**src/rtl/adder_result_buffer.sv**
```systemverilog
`default_nettype none
// ============================================================================
// Module   : adder_result_buffer
// Purpose  : Result FIFO for the pipelined adder, with back-pressure and a
//            running accumulator of every accepted {carry, sum} result.
//            Optional macro RESBUF_FLUSH_EN adds a synchronous flush input.
// Revision : 1.0 - initial release
// ============================================================================
module adder_result_buffer #(
    parameter int WIDTH = 32,
    parameter int DEPTH = 4,
    parameter int AW    = 2,
    parameter int ACCW  = 40
) (
    input  logic              clk,
    input  logic              rst,
`ifdef RESBUF_FLUSH_EN
    input  logic              flush,
`endif
    input  logic              validin,
    input  logic [WIDTH-1:0]  sum_in,
    input  logic              c_in,
    output logic              allowin,
    output logic              validout,
    input  logic              rd_allow,
    output logic [WIDTH:0]    data_out,
    output logic [AW:0]       count,
    output logic              full,
    output logic              empty,
    input  logic              acc_clr,
    output logic [ACCW-1:0]   acc_out,
    output logic              acc_ovf
);

    localparam logic [AW:0] c_FULL_CNT = (AW+1)'(DEPTH);

    logic [WIDTH:0]    r_mem [DEPTH];
    logic [AW-1:0]     r_wr_ptr;
    logic [AW-1:0]     r_rd_ptr;
    logic [AW:0]       r_count;
    logic [ACCW-1:0]   r_acc;
    logic              r_ovf;

    logic              w_push;
    logic              w_pop;
    logic              w_flush;
    logic [ACCW-1:0]   w_addend;
    logic [ACCW:0]     w_acc_sum;

`ifdef RESBUF_FLUSH_EN
    assign w_flush = flush;
`else
    assign w_flush = 1'b0;
`endif

    // allowin depends only on registered occupancy, never on rd_allow
    assign full     = (r_count == c_FULL_CNT);
    assign empty    = (r_count == '0);
    assign allowin  = ~full;
    assign validout = ~empty;
    assign count    = r_count;
    assign data_out = r_mem[r_rd_ptr];

    assign w_push = validin & allowin;
    assign w_pop  = validout & rd_allow;

    assign w_addend  = {{(ACCW-WIDTH-1){1'b0}}, c_in, sum_in};
    assign w_acc_sum = {1'b0, r_acc} + {1'b0, w_addend};

    assign acc_out = r_acc;
    assign acc_ovf = r_ovf;

    always_ff @(posedge clk) begin
        if (w_push) begin
            r_mem[r_wr_ptr] <= {c_in, sum_in};
        end
    end

    always_ff @(posedge clk or negedge rst) begin
        if (!rst) begin
            r_wr_ptr <= '0;
            r_rd_ptr <= '0;
            r_count  <= '0;
        end else if (w_flush) begin
            r_wr_ptr <= '0;
            r_rd_ptr <= '0;
            r_count  <= '0;
        end else begin
            if (w_push) begin
                r_wr_ptr <= r_wr_ptr + 1'b1;
            end
            if (w_pop) begin
                r_rd_ptr <= r_rd_ptr + 1'b1;
            end
            case ({w_push, w_pop})
                2'b10:   r_count <= r_count + 1'b1;
                2'b01:   r_count <= r_count - 1'b1;
                default: r_count <= r_count;
            endcase
        end
    end

    // Clear wins over accumulate; a push alongside a clear seeds the new sum
    always_ff @(posedge clk or negedge rst) begin
        if (!rst) begin
            r_acc <= '0;
            r_ovf <= 1'b0;
        end else if (acc_clr && w_push) begin
            r_acc <= w_addend;
            r_ovf <= 1'b0;
        end else if (acc_clr) begin
            r_acc <= '0;
            r_ovf <= 1'b0;
        end else if (w_push) begin
            r_acc <= w_acc_sum[ACCW-1:0];
            r_ovf <= r_ovf | w_acc_sum[ACCW];
        end
    end

endmodule
`default_nettype wire

```
**config.mk**
```make
export PLATFORM = sky130hd
export DESIGN_NAME = adder_result_buffer
export DESIGN_NICKNAME = d
export VERILOG_FILES = /design/src/rtl/adder_result_buffer.sv
export SDC_FILE = /design/constraint.sdc
export NUM_CORES = 1
export LEC_CHECK = 0
export ABC_CLOCK_PERIOD_IN_PS = 6100
export BUFFER_PORTS_ARGS = -buffer_cell sky130_fd_sc_hd__clkbuf_2
export CELL_PAD_IN_SITES_DETAIL_PLACEMENT = 1
export CELL_PAD_IN_SITES_GLOBAL_PLACEMENT = 1
export CORE_UTILIZATION = 51
export CTS_CLUSTER_DIAMETER = 60
export DETAILED_ROUTE_END_ITERATION = 10
export GPL_TIMING_DRIVEN = 0
export PLACE_DENSITY_LB_ADDON = 0.1
export SLEW_MARGIN = 5
export SYNTH_ARGS = -nofsm -noshare
export SYNTH_HDL_FRONTEND = slang
export SYNTH_SLANG_ARGS = --single-unit
```
**constraint.sdc**
```tcl
create_clock -name clk -period 6.1 [get_ports clk]
set_input_delay 1.22 -clock clk [delete_from_list [all_inputs] [get_ports clk]]
set_output_delay 1.22 -clock clk [all_outputs]
set_load 0.01 [all_outputs]
```
Word level (Yosys, flattened, before mapping):

Memory sizes are Yosys's and may differ from the RTL's.
Index checks and enable logic that the tools add are counted.

* register bits: 48
* latch bits: 0
* memory bits (writable): 132
* memory bits (read-only): 0
* bits of input ports: 38
* output and inout port bits: 81
* logic and storage cells: 32
* memories kept: 1

Memories
* r_mem: depth 4, bits a word 33, rd ports 1, clocked after Yosys merged registers in 0, write ports 1, RTL line 37 `logic [WIDTH:0] r_mem [DEPTH];`

* add/sub/neg operators: 5
* $mul: 0
* div/mod/pow operators: 0
* $lt $le $gt $ge: 0
* eq/ne operators: 3
* shifts and indexed selects: 0
* mux-type cells: 9
* bitwise operators: 5
* reduce and logical (&&, ||, !) cells: 4

Operator list (count)
* 40-bit 2-to-1 mux: 3
* 40-bit by 33-bit adder with 41-bit output: 1
* 3-bit one-hot mux with 2 select lines: 1
* 1-bit 2-to-1 mux: 5
* 2-bit by 1-bit adder with 2-bit output (second input constant): 2
* 3-bit by 1-bit adder with 3-bit output (second input constant): 1
* 3-bit equality test (second input constant): 1
* 3-bit logical NOT: 1
* 3-bit nonzero test: 1
* 3-bit by 1-bit subtractor with 3-bit output (second input constant): 1
* 1-bit AND: 2
* 2-bit by 1-bit equality test with 1-bit output (second input constant): 1
* 2-bit equality test (second input constant): 1
* 1-bit inverter: 2
* 2-bit nonzero test: 1
* 1-bit logical AND: 1
* 1-bit bitwise OR: 1

Logic depth before layout (Yosys ltp):

* word-level depth: 6
* depth in mapped cells: 11
* gate-level depth less buffers: 10

Worst setup path before layout:

Ideal clock, no wire load.

* path kind: input to register
* start: in sum_in[0]
* end: reg r_acc[34] (netlist: acc_out[34])
* arrival: 3.506 ns
* required time: 5.972 ns
* setup slack: 2.467 ns
* stages: 11
* buffers on the path: 1
* cells stage by stage: ha_1 -> fa_1 -> a21o_1 -> a221oi_2 -> o221ai_2 -> a21o_1 -> a21oi_2 -> o21ba_1 -> buf_4 -> o31ai_1 -> mux2_1

* longest elaborated chain between the ends: 4

RTL lines
* start, declared: RTL line 21 `input logic [WIDTH-1:0] sum_in,`
* 40-bit by 33-bit adder with 41-bit output: RTL line 68 `assign w_acc_sum = {1'b0, r_acc} + {1'b0, w_addend};`
* 40-bit 2-to-1 mux: RTL line 114 `end else if (w_push) begin`
* 40-bit 2-to-1 mux: RTL line 111 `end else if (acc_clr) begin`
* 40-bit 2-to-1 mux: RTL line 108 `end else if (acc_clr && w_push) begin`
* end signal, assigned: RTL line 109 `r_acc <= w_addend;`
* end signal, assigned: RTL line 115 `r_acc <= w_acc_sum[ACCW-1:0];`
* end, declared: RTL line 41 `logic [ACCW-1:0] r_acc;`

Every way passes these cells. The select of a mux whose other input is x is not followed.
A chain may end at the register's enable or synchronous reset.

Final worst setup path:

* start: reg r_rd_ptr[0]
* end: out data_out[23]

* longest elaborated chain between the ends: 1

RTL lines
* start, declared: RTL line 39 `logic [AW-1:0] r_rd_ptr;`
* start signal, assigned: RTL line 93 `r_rd_ptr <= r_rd_ptr + 1'b1;`
* memory 4 x 33 bit
* end, declared: RTL line 26 `output logic [WIDTH:0] data_out,`

Every way passes these cells.

==> run_results.csv <==
group,metric,value,unit
run_status,status,"finished, final reports clean",
power_and_ir_drop,switching_power,2.04,mW
sta,setup_viol,0,
sta,fin_skew,0.0134,ns
placement,gp_congestion,0.871,
clocking,clockRootBuffer,"clkbuf_16",
clocking,post_cts_buffers,0,
grt,antenna_found_initial,0,
logic_synthesis,seq_area_frac_synth,58.7,%
setup_path,crit_fanout,10,
power_and_ir_drop,swShare,38.9,%
placement,dp_hpwl,17.2,mm
grt,grt_pass1_wl,37.9,mm
sta,tns,0,ns
logic_synthesis,synth_nets,733,
floorplan,die_w,133,µm
floorplan,core-area,16700,µm²
placement,port_buffers,117,
power_and_ir_drop,pwr_density_cell,504,nW/µm²
sta,timing.final.max_slew_violations,0,
grt,gr-total-overflow,0,
routing,first_pass_iters,5,
routing,vias_per_cell,6.06,
power_and_ir_drop,p_clk_share,21.9,%
grt,grt_max_degree,49,
placement,placed_cell_area,9780,µm²
sta,clock.fmax,243,MHz
finish,final_common_cell,"edfxtp_1",
logic_synthesis,netlist_area,8800,µm²
routing,wirelength,24.1,mm
setup_path,cp.arrival,2.89,ns
floorplan,rows,47,
setup_path,crit_type,"reg2out",
finish,drive_above_1_share,25.9,%
logic_synthesis,ys.flop_type,"edfxtp_1",
clocking,postCtsHoldBufs,0,
sta,rsz0062_at_grt,"no",
power_and_ir_drop,cellLeakagePower,4.05,nW
sta,fin_crit,4.11,ns
placement,dp_cells,996,
power_and_ir_drop,vdd_ir_drop_max,0.000243,V
finish,area_growth,18.1,%
logic_synthesis,synth_edf_count,132,
sta,worst_pin_slew,0.979,ns
setup_path,cpPeakStageDelay,0.80,ns
sta,finalCritPeriodShare,67.4,%
floorplan,die_y,133,µm
clocking,cts_made_buffers,17,
placement,dp_slack,1.91,ns
clocking,cts_sinks,180,
clocking,clock_latency,0.44,ns
routing,ant_nets,0,
setup_path,cp-end-kind,"output pin",
sta,worst_slack,1.99,ns
setup_path,critPathLaunchType,"flip-flop",
logic_synthesis,yosysUniqueCellTypes,66,
power_and_ir_drop,power,5.24,mW
logic_synthesis,async_flop_share,26.7,%
finish,diodes,0,
routing,dr_total_vias,6227,
finish,fin_util,62.2,%
finish,final_cell_area,10400,µm²
logic_synthesis,avgSynthCellArea,13.4,µm²
setup_path,cp_slowest_cell,"buf_1",
sta,finalHoldViolCount,0,
clocking,cts_tree,"done",
grt,gr-usage-all-layers,28.6,%
logic_synthesis,synth-seq-cells,180,
routing,met1_length,9.71,mm
setup_path,cp.required,4.88,ns
floorplan,start_util,52.7,%
floorplan,pin_count,119,
routing,wl_met2,12.6,mm
worst_hold_path,hold_class,"reg2reg",
clocking,clk_pin_slew,0.07,ns
finish,fin_cells,1028,
setup_path,cp_cell_sequence,"clkbuf_1 > buf_1 > mux4_2 > clkbuf_2",
floorplan,die_area,17800,µm²
grt,grt_pass1_vias,6859,
routing,topRoutingLayerUsed,"met4",
routing,dr_wl_met3,1.09,mm
routing,drt-wirelength-per-cell,23.4,µm
logic_synthesis,synth_cells,655,
clocking,cts-resized-gates,0,
power_and_ir_drop,p_comb_share,44.0,%
run,cap_violations,0,
sta,whs,0.548,ns
logic_synthesis,yosys_warnings,0,
power_and_ir_drop,p_int,3.20,mW
clocking,cts.htree.levels,4,
power_and_ir_drop,pwr-share-seq,34.1,%
sta,maxSlewHeadroom,34.7,%
finish,mostFrequentLayoutCells,"edfxtp_1, clkbuf_2, a21oi_1",
finish,nNetsFinal,873,
clocking,cts_max_path_buffers,2,
routing,drc,0,
routing,drtIter0Drc,464,
==> worst max-delay path, delay by kind of cell, from the launching register on <==
family	cells	cell delay [ns]
flops	1	0.34
buf+inv	3	1.47
mux	1	0.65
==> cell families (layout without fill, tap and decap cells) <==
group                    count (synthesis)  in the layout  synth area share (%)
AO/OA/AOI/OAI                          164            164                  11.6
XOR/XNOR                                35             35                  3.48
adder cells (fa/ha/maj)                 40             40                  5.86
buffers and inverters                   46            199                  2.09
flip-flops                             180            180                  58.7
multiplexers                            48             48                  10.2
AND/OR/NAND/NOR                        142            142                  8.05
==> state kept, by name, summed over array words and instances (netlist names) <==
register and flops:
r_mem 132, acc_ovf 1, r_rd_ptr 2, count 3, acc_out 40, r_wr_ptr 2
==> power by group through the flow <==
stage               sequential, mW  combinational [mW]  clock (mW)
floorplan                     1.80                1.47           0
global placement              1.79                2.13           0
detailed placement            1.81                2.28           0
CTS                           1.79                2.32        1.16
global route                  1.81                2.50        1.19
finish                        1.79                2.30        1.15
==> metal layers <==
| layer | track usage (%) | vias up |
|---|---|---|
| li1 | - | 2807 |
| met1 | 34.9 | 3161 |
| met2 | 50.8 | 208 |
| met3 | 5.18 | 51 |
| met4 | 10.4 | 0 |
| met5 | 0 | - |
==> path summary, 6_finish.rpt <==
check	slack [ns]	startpoint	to	cells after the start
worst min register to register	0.55	count[0]$_DFFE_PN0P_	count[0]$_DFFE_PN0P_	1
worst min-delay path	0.55	count[0]$_DFFE_PN0P_	count[0]$_DFFE_PN0P_	1
min in group asynchronous	0.80	rst	acc_out[37]$_DFFE_PN0P_	1
max in group asynchronous	4.82	rst	acc_out[10]$_DFFE_PN0P_	1
worst max register to register	2.86	acc_out[0]$_DFFE_PN0P_	acc_out[38]$_DFFE_PN0P_	11
worst max-delay path	1.99	r_rd_ptr[0]$_DFFE_PN0P_	data_out[23]	4
==> area by class of cell <==
class                      instances  area, µm²
fill                            1683       6310
sequential                       180       5160
multi-input combinational        429       3460
timing repair buffer             121        698
clock buffer                      17        425
tap                              220        275
clock inverter                    15        186
buffer                            28        116
inverter                          18       67.6
==> synth_stat cells, types with 4 or more instances <==
library cell	n	area, µm²
a31oi_1	7	43.8
nor3_1	5	25.0
o211ai_1	6	45.0
o21bai_1	4	30.0
mux2i_1	12	120
mux4_2	33	743
nand4_1	6	37.5
nor2_1	30	113
inv_1	17	63.8
nor2b_1	4	25.0
edfxtp_1	132	3960
o21ai_0	52	260
nand2_1	33	124
clkbuf_1	19	71.3
xor2_1	13	114
nor3b_1	6	45.0
ha_1	38	475
xnor2_1	22	193
a21oi_1	53	265
o31ai_1	4	30.0
buf_1	5	18.8
nand3_1	32	160
dfrtp_1	48	1200
or3_1	6	37.5
a21o_1	7	52.6
and3_1	6	37.5
Note: power is estimated with default switching activity, not from simulation.
